`src/rtl/count_event_monitor_if.sv`:
```
// Event-record stream from count_event_monitor to its logging consumer.
// The master drives the show-ahead head record and valid; the slave drives ready.
interface count_event_monitor_if #(
  parameter int CNT_W = 4,
  parameter int TS_W  = 16
);
  logic             evt_valid;
  logic             evt_ready;
  logic [1:0]       evt_code;
  logic [CNT_W-1:0] evt_count;
  logic [TS_W-1:0]  evt_time;

  modport master (
    output evt_valid,
    output evt_code,
    output evt_count,
    output evt_time,
    input  evt_ready
  );

  modport slave (
    input  evt_valid,
    input  evt_code,
    input  evt_count,
    input  evt_time,
    output evt_ready
  );
endinterface

```
`src/rtl/count_event_monitor.sv`:
```
// Observes an enable-gated up-counter and reports start/stop/wrap/error events.
// Each event is timestamped and queued in a show-ahead FIFO with a sticky overflow flag.
module count_event_monitor #(
  parameter  int CNT_W = 4,
  parameter  int TS_W  = 16,
  parameter  int DEPTH = 4,
  localparam int AW    = $clog2(DEPTH)
) (
  input  logic                   clk,
  input  logic                   rst,
  input  logic [CNT_W-1:0]       count_in,
  input  logic                   enable_in,
  input  logic                   clear_ovf,
  count_event_monitor_if.master  evt,
  output logic [AW:0]            evt_level,
  output logic                   overflow
);

  typedef enum logic [1:0] {
    EV_START = 2'd0,
    EV_STOP  = 2'd1,
    EV_WRAP  = 2'd2,
    EV_ERROR = 2'd3
  } evt_code_e;

  typedef struct packed {
    evt_code_e        code;
    logic [CNT_W-1:0] cnt;
    logic [TS_W-1:0]  ts;
  } rec_t;

  rec_t             mem [DEPTH];
  logic [AW-1:0]    wr_ptr, rd_ptr;
  logic [AW:0]      level;
  logic [TS_W-1:0]  ts;
  logic [CNT_W-1:0] prev_count;
  logic             prev_en;
  logic             primed;

  logic [CNT_W-1:0] cnt_inc;
  logic             det;
  evt_code_e        det_code;
  logic             full, pop, push, drop;
  rec_t             head;

  assign cnt_inc = prev_count + CNT_W'(1);

  // Priority chain: an ERROR masks everything; WRAP masks the STOP it may coincide with.
  always_comb begin
    det      = 1'b0;
    det_code = EV_START;
    if (primed) begin
      if (prev_en ? (count_in != cnt_inc) : (count_in != prev_count)) begin
        det      = 1'b1;
        det_code = EV_ERROR;
      end else if (prev_en && (prev_count == '1) && (count_in == '0)) begin
        det      = 1'b1;
        det_code = EV_WRAP;
      end else if (enable_in && !prev_en) begin
        det      = 1'b1;
        det_code = EV_START;
      end else if (!enable_in && prev_en) begin
        det      = 1'b1;
        det_code = EV_STOP;
      end
    end
  end

  assign full = (level == (AW+1)'(DEPTH));
  assign pop  = evt.evt_valid && evt.evt_ready;
  assign push = det && (!full || pop);
  assign drop = det && full && !pop;

  always_ff @(posedge clk or negedge rst) begin
    if (!rst) begin
      ts         <= '0;
      prev_count <= '0;
      prev_en    <= 1'b0;
      primed     <= 1'b0;
    end else begin
      ts         <= ts + TS_W'(1);
      prev_count <= count_in;
      prev_en    <= enable_in;
      primed     <= 1'b1;
    end
  end

  // Storage is reset too so the head fields read zero while in reset.
  always_ff @(posedge clk or negedge rst) begin
    if (!rst) begin
      for (int unsigned i = 0; i < DEPTH; i++) mem[i[AW-1:0]] <= '0;
      wr_ptr   <= '0;
      rd_ptr   <= '0;
      level    <= '0;
      overflow <= 1'b0;
    end else begin
      if (push) begin
        mem[wr_ptr] <= '{code: det_code, cnt: count_in, ts: ts};
        wr_ptr      <= wr_ptr + AW'(1);
      end
      if (pop) rd_ptr <= rd_ptr + AW'(1);
      if (push && !pop)      level <= level + (AW+1)'(1);
      else if (!push && pop) level <= level - (AW+1)'(1);
      if (drop)           overflow <= 1'b1;
      else if (clear_ovf) overflow <= 1'b0;
    end
  end

  assign head          = mem[rd_ptr];
  assign evt.evt_valid = (level != '0);
  assign evt.evt_code  = head.code;
  assign evt.evt_count = head.cnt;
  assign evt.evt_time  = head.ts;
  assign evt_level     = level;

endmodule

```
`src/flat_wrapper.sv`:
```
// flat-port wrapper written by rule: the top's interface ports become plain ports
module count_event_monitor_flat 
#(
  parameter  int CNT_W = 4,
  parameter  int TS_W  = 16,
  parameter  int DEPTH = 4,
  localparam int AW    = $clog2(DEPTH)
)
  (clk, rst, count_in, enable_in, clear_ovf, evt_level, overflow, evt_evt_valid, evt_evt_code, evt_evt_count, evt_evt_time, evt_evt_ready);
  count_event_monitor_if #(.CNT_W(CNT_W), .TS_W(TS_W)) evt_i ();
  input  logic clk;
  input  logic rst;
  input  logic [CNT_W-1:0] count_in;
  input  logic enable_in;
  input  logic clear_ovf;
  output logic [AW:0] evt_level;
  output logic overflow;
  output wire logic [$bits(evt_i.evt_valid)-1:0] evt_evt_valid;
  output wire logic [$bits(evt_i.evt_code)-1:0] evt_evt_code;
  output wire logic [$bits(evt_i.evt_count)-1:0] evt_evt_count;
  output wire logic [$bits(evt_i.evt_time)-1:0] evt_evt_time;
  input wire logic [$bits(evt_i.evt_ready)-1:0] evt_evt_ready;
  assign evt_evt_valid = evt_i.evt_valid;
  assign evt_evt_code = evt_i.evt_code;
  assign evt_evt_count = evt_i.evt_count;
  assign evt_evt_time = evt_i.evt_time;
  assign evt_i.evt_ready = evt_evt_ready;
  count_event_monitor #(.CNT_W(CNT_W), .TS_W(TS_W), .DEPTH(DEPTH)) u_core (.clk(clk), .rst(rst), .count_in(count_in), .enable_in(enable_in), .clear_ovf(clear_ovf), .evt(evt_i), .evt_level(evt_level), .overflow(overflow));
endmodule
```
`config.mk`:
```
export PLATFORM = sky130hd
export DESIGN_NAME = count_event_monitor_flat
export DESIGN_NICKNAME = d
export VERILOG_FILES = /design/src/rtl/count_event_monitor_if.sv /design/src/rtl/count_event_monitor.sv /design/src/flat_wrapper.sv
export SDC_FILE = /design/constraint.sdc
export NUM_CORES = 1
export LEC_CHECK = 0
export BUFFER_PORTS_ARGS = -buffer_cell sky130_fd_sc_hd__buf_2
export CAP_MARGIN = 20
export CORE_MARGIN = 2
export CORE_UTILIZATION = 30
export DETAILED_ROUTE_END_ITERATION = 10
export GPL_TIMING_DRIVEN = 0
export PLACE_DENSITY_LB_ADDON = 0.05
export SYNTH_ARGS = -nofsm -noshare
export SYNTH_HDL_FRONTEND = slang
export SYNTH_SLANG_ARGS = --single-unit
```
`constraint.sdc`:
```
create_clock -name clk -period 3.6 [get_ports clk]
set_input_delay 0 -clock clk [delete_from_list [all_inputs] [get_ports clk]]
set_output_delay 0 -clock clk [all_outputs]
set_load 0.005 [all_outputs]
```
==> results of run 1 <==
-- routing by layer --
| layer | vias to the layer above | track usage, % | routed length [um] |
|---|---|---|---|
| met3 | 12 | 4.139 | 430 |
| met5 | - | 0 | 0 |
| met1 | 1554 | 17.71 | 5374 |
| li1 | 1397 | - | - |
| met2 | 43 | 21.13 | 5286 |
| met4 | 0 | 4.514 | 134 |
-- flip-flops by register name, indices dropped and copies added, names as in the netlist --
| register | cells |
|---|---|
| u_core.prev_en | 1 |
| u_core.rd_ptr | 2 |
| u_core.ts | 16 |
| u_core.overflow | 1 |
| u_core.wr_ptr | 2 |
| u_core.mem | 88 |
| u_core.evt_level | 3 |
| u_core.prev_count | 4 |
| u_core.primed | 1 |
-- Yosys cell counts, types with 9 or more instances --
master     n  share of area [%]
mux2_2    69                 15
mux2_1    12                2.6
mux4_2    22                9.5
o21ai_0   16                1.5
nand3_1   10               0.96
dfrtp_1  118                 57
inv_1      9               0.65
nand2_1   13               0.94
xor2_1     9                1.5
xnor2_1   18                3.0
-- worst max-delay path, cell delays in order (launching register included) --
cell	delay [ps]
dfrtp_1	390
ha_1	180
or4b_2	630
o41ai_2	400
a2111oi_4	110
nor2b_1	270
ha_1	230
inv_1	60
fa_1	370
xor2_1	150
nor2_1	110
xor2_1	160
-- final cells by class --
| type | count | area, um2 | share of cell area (%) |
|---|---|---|---|
| flip-flops and latches | 118 | 2953 | 45.91 |
| multi-input cells | 208 | 2150 | 33.42 |
| clock buffers | 22 | 494.2 | 7.685 |
| repair buffers | 46 | 314.1 | 4.883 |
| well taps | 225 | 281.5 | 4.377 |
| clock inverters | 9 | 122.6 | 1.907 |
| plain buffers | 14 | 82.58 | 1.284 |
| inverters | 9 | 33.78 | 0.5253 |
-- path summary, 6_finish.rpt --
path | start | endpoint | slack, ps | depth (start not counted)
min | rst | u_core.mem[69] | 120 | 2
max | u_core.prev_count[0] | u_core.evt_level[2] | 460 | 11
min in group clk | enable_in | u_core.prev_en | 250 | 2
max in group asynchronous | rst | u_core.evt_level[1] | 2770 | 3
min reg2reg | u_core.mem[54] | u_core.mem[54] | 480 | 1
max reg2reg | u_core.prev_count[0] | u_core.evt_level[2] | 460 | 11
-- logic make-up (layout without fill, tap and decap cells) --
| kind of cell | after synthesis | in the layout |
|---|---|---|
| other | 1 | 1 |
| muxes | 103 | 103 |
| and+or+nand+nor | 46 | 46 |
| xor gates and xnor gates | 27 | 27 |
| DFF | 118 | 118 |
| adders and majority gates | 9 | 9 |
| buffers and inverters | 23 | 100 |
| AOI/OAI and AO/OA | 22 | 22 |
-- where the power goes --
part | internal, mW | switching, mW
combinational | 0.751 | 0.629
sequential | 1.64 | 0.168
clock | 1.17 | 0.585
total | 3.56 | 1.38
-- stage by stage --
stage | util (%) | instances | setup slack, ps | hold WS [ps]
after global routing | 37.44 | 651 | 231.2 | 154.3
after CTS | 37.35 | 650 | 420.7 | 149.8
after detailed placement | 33.24 | 610 | 471.2 | 17.75
final | 37.44 | 651 | 462.9 | 121.5
after global placement | 33.04 | 609 | 447.8 | 123.0
after floorplan | - | 349 | 709.1 | -295.6
-- layout by cell type, fill, tap and decap left out, types with 2 or more instances in the layout --
| cell type | n |
|---|---|
| dfrtp_1 | 118 |
| mux2_2 | 69 |
| buf_2 | 34 |
| mux4_2 | 22 |
| xnor2_1 | 18 |
| clkbuf_16 | 17 |
| o21ai_0 | 16 |
| nand2_1 | 13 |
| mux2_1 | 12 |
| nand3_1 | 10 |
| xor2_1 | 9 |
| inv_1 | 9 |
| dlygate4sd3_1 | 9 |
| nor2_1 | 8 |
| buf_4 | 8 |
| ha_1 | 8 |
| clkinv_2 | 5 |
| clkbuf_8 | 5 |
| buf_1 | 4 |
| nor2b_1 | 3 |
| and3_1 | 3 |
| bufinv_16 | 3 |
| or3_1 | 2 |
| nand4_1 | 2 |
| clkbuf_1 | 2 |
| o22ai_1 | 2 |
-- timing repair --
| item | CTS | global route |
|---|---|---|
| hold endpoints to repair | 79 | 0 |
| setup endpoints to repair | 0 | 0 |
| hold buffers | 9 | 0 |
==> qor.yml, run 1 <==
logic_synthesis:
  syn_avg_cell_area_um2: 14.95
  synth_adder_area_share_pct: 2.302
  ys_types: 31
  synth_compound_area_share_pct: 2.901
  synth_seq_area_share_pct: 56.58
  syn-num-nets: 367
  synth_area_mm2: 0.005219
  ys_seq_elements: 118
  netlist_instances: 349
  synthSimpleGateAreaFrac_pct: 4.411
  yosys_warnings: 0
  synthXorXnorAreaFrac_pct: 4.531
  synthArstFlopShare_pct: 100.0
  synth_edf_count: 0
  synth_top_family_by_area: "multiplexers"
  synth-main-ff-cell: "dfrtp_1"
  synth_mux_area_share_pct: 26.97
placed_design:
  gp_congestion: 0.6789
  placed_cell_area_mm2: 0.005709
  port_buffers: 35
  hpwl_mm: 7.133
sta:
  setup-tns-final_ps: 0
  fin_skew_ps: 6.216
  rsz0062_at_grt: "no"
  fin_crit_sh_pct: 87.14
  finalSetupViolCount: 0
  finalCriticalPeriod_ps: 3137
  drv_slew: 0
  slew_headroom_pct: 36.20
  worstMarginPinSlew_ps: 957.0
  hold_viol: 0
  max_freq_mhz: 318.8
die:
  num_io_pins: 36
  dieArea_mm2: 0.01847
  fp.dieH_um: 135.9
  core.rowCount: 48
  start_util_pct: 30.38
  core_mm2: 0.01718
  die_x_um: 135.9
cells_and_area:
  final_area_mm2: 0.006431
  diodes: 0
  fillCellCount: 1676
  drive_gt1_share_pct: 40.14
  nNetsFinal: 432
  areaGrowthSynthToFinish_pct: 23.23
clock_network:
  cts_made_buffers: 17
  clkSlewWorstSetupHoldPaths_ps: 50
  clk_latency_ps: 410
  cts_root_buf: "clkbuf_16"
  clk_path_buf_depth: 2
  post_cts_resized: 0
  clock_sink_count: 118
  cts_tree: "done"
  cts_max_level: 4
  post_cts_buffers: 0
flow_run:
  maxCapViolations: 0
grt:
  grt_max_degree: 64
  gr-usage-all-layers_pct: 13.44
  grt_pass1_vias: 3180
  antenna_found_initial: 0
  grt_pass1_wl_mm: 18.02
  overflow: 0
setup_path:
  critPathKind: "reg -> reg"
  worstPathRequired_ps: 3920
  cp-start-kind: "register"
  cp_max_fo: 7
  crit_arrival_ps: 3460
  critPathCaptureType: "register"
route:
  vias: 3006
  ant_nets: 0
  drt-total-wl_mm: 11.23
  drtPass1Iterations: 4
  viasPerCell: 4.618
  drt_iter0_drc: 126
  wl_per_cell_um: 17.24
  drc: 0
power:
  powerDensity_mw_per_mm2: 768.6
  finalPower_mw: 4.943
  leakage_nw: 2.878
  ir_drop_v: 0.0003629
min_path:
  min_path_type: "in -> async"
outcome:
  outcome: "completed"
Note: power is estimated with default switching activity, not from simulation.
==> run 2: changes to the inputs <==
--- a/config.mk
+++ b/config.mk
@@ -11,6 +11,7 @@
 export CORE_UTILIZATION = 30
 export DETAILED_ROUTE_END_ITERATION = 10
 export GPL_TIMING_DRIVEN = 0
+export MAX_ROUTING_LAYER = met4
 export PLACE_DENSITY_LB_ADDON = 0.05
 export SYNTH_ARGS = -nofsm -noshare
 export SYNTH_HDL_FRONTEND = slang
==> qor.yml, run 2 (synthesized netlist as in run 1, its figures left out) <==
route:
  drt_iter0_drc: 113
  drtPass1Iterations: 4
  drc: 0
  ant_nets: 0
  viasPerCell: 4.610
  drt-total-wl_mm: 11.18
  wl_per_cell_um: 17.17
  vias: 3001
sta:
  fin_crit_sh_pct: 87.12
  hold_viol: 0
  setup-tns-final_ps: 0
  max_freq_mhz: 318.8
  fin_skew_ps: 9.028
  finalCriticalPeriod_ps: 3136
  finalSetupViolCount: 0
  slew_headroom_pct: 36.29
  worstMarginPinSlew_ps: 955.6
  drv_slew: 0
  rsz0062_at_grt: "no"
setup_path:
  cp-start-kind: "register"
  cp_max_fo: 7
  max_stage_delay_ps: 630
  crit_path_top_delay_cell: "or4b_2"
  path_cells: "ha_1 > or4b_2 > o41ai_2 > a2111oi_4 > nor2b_1 > ha_1 > inv_1 > fa_1 > xor2_1 > nor2_1 > xor2_1"
  worstPathRequired_ps: 3920
  crit_arrival_ps: 3460
  path_delay_family: "simple AND/OR/NAND/NOR gates"
  r2r-start: "u_core.prev_count[0]"
  critPathCaptureType: "register"
  rrSetupSlack_ps: 460
  rr_worst_depth: 11
  path_buf_inv: 1
  timing.rr.end: "u_core.evt_level[2]"
  critPathKind: "reg -> reg"
die:
  fp.dieH_um: 135.9
  core.rowCount: 48
  core_mm2: 0.01718
  dieArea_mm2: 0.01847
  num_io_pins: 36
  die_x_um: 135.9
  start_util_pct: 30.38
outcome:
  outcome: "completed"
cells_and_area:
  finalCoreUtilization_pct: 37.44
  reg.largest.list: "u_core.mem (88), u_core.ts (16), u_core.prev_count (4)"
  nNetsFinal: 432
  largest_reg_flops: 88
  final_area_mm2: 0.006431
  areaGrowthSynthToFinish_pct: 23.23
  layout_common_cells: "dfrtp_1, mux2_2, buf_2"
  diodes: 0
  drive_gt1_share_pct: 40.14
  regMostFlops: "u_core.mem"
  layout_commonest_cell: "dfrtp_1"
power:
  leakage_nw: 2.878
  finalPower_mw: 4.942
  ir_drop_v: 0.0003581
  powerDensity_mw_per_mm2: 768.5
clock_network:
  post_cts_resized: 0
  clock_sink_count: 118
  cts_tree: "done"
  post_cts_buffers: 0
  cts_made_buffers: 17
  cts_root_buf: "clkbuf_16"
  cts_max_level: 4
  clkSlewWorstSetupHoldPaths_ps: 50
  clk_path_buf_depth: 2
  clk_latency_ps: 410
grt:
  antenna_found_initial: 0
  grt_pass1_wl_mm: 18.04
  overflow: 0
  grt_pass1_vias: 3171
  grt_max_degree: 64
  gr-usage-all-layers_pct: 13.86
min_path:
  min_path_type: "in -> async"
placed_design:
  hpwl_mm: 7.133
  gp_congestion: 0.6857
  placed_cell_area_mm2: 0.005709
  port_buffers: 35
flow_run:
  maxCapViolations: 0
==> run 2: cell type report <==
type                       instances  area [um2]
multi-input combinational        208        2150
tap                              225       281.5
inverter                           9       33.78
timing repair buffer              46       314.1
buffer                            14       82.58
fill                            1676       10750
clock inverter                     9       122.6
sequential                       118        2953
clock buffer                      22       494.2
==> run 2: how the worst max path moves through the flow <==
| stage | to | cells past startpoint | from | slack (ps) |
|---|---|---|---|---|
| 2_1_floorplan | u_core.evt_level[2] | 11 | u_core.prev_count[0] | 710 |
| 3_3_place_gp | u_core.evt_level[2] | 11 | u_core.prev_count[0] | 450 |
| 3_5_place_dp | u_core.evt_level[2] | 11 | u_core.prev_count[0] | 470 |
| 4_1_cts | u_core.evt_level[2] | 11 | u_core.prev_count[0] | 420 |
| 5_1_grt | u_core.evt_level[2] | 11 | u_core.prev_count[0] | 230 |
| 6_report | u_core.evt_level[2] | 11 | u_core.prev_count[0] | 460 |
==> run 2: what timing repair did <==
item,4_1_cts,5_1_grt
setup endpoints to repair,0,0
hold buffers,9,0
endpoints found under the hold margin,79,0
==> run 2: routing by layer <==
layer | vias to the layer above | global-route usage, % | part of all wire (%)
met5 | - | - | 0
met4 | 0 | 4.514 | 0.99
met3 | 7 | 4.139 | 3.7
met2 | 41 | 21.10 | 47
met1 | 1556 | 17.80 | 48
li1 | 1397 | - | -
==> run 2: stage by stage <==
step / worst slack, ps / hold slack (ps) / instances
6_report: 463.5 / 122.7 / 651
5_1_grt: 230.0 / 154.2 / 651
4_1_cts: 420.7 / 149.8 / 650
3_5_place_dp: 471.2 / 17.75 / 610
3_3_place_gp: 447.8 / 123.0 / 609
2_1_floorplan: 709.1 / -295.6 / 349
==> run 2: power by group <==
part,switching (mW),internal [mW]
registers,0.169,1.64
logic,0.628,0.751
clock network,0.585,1.17
total,1.38,3.56
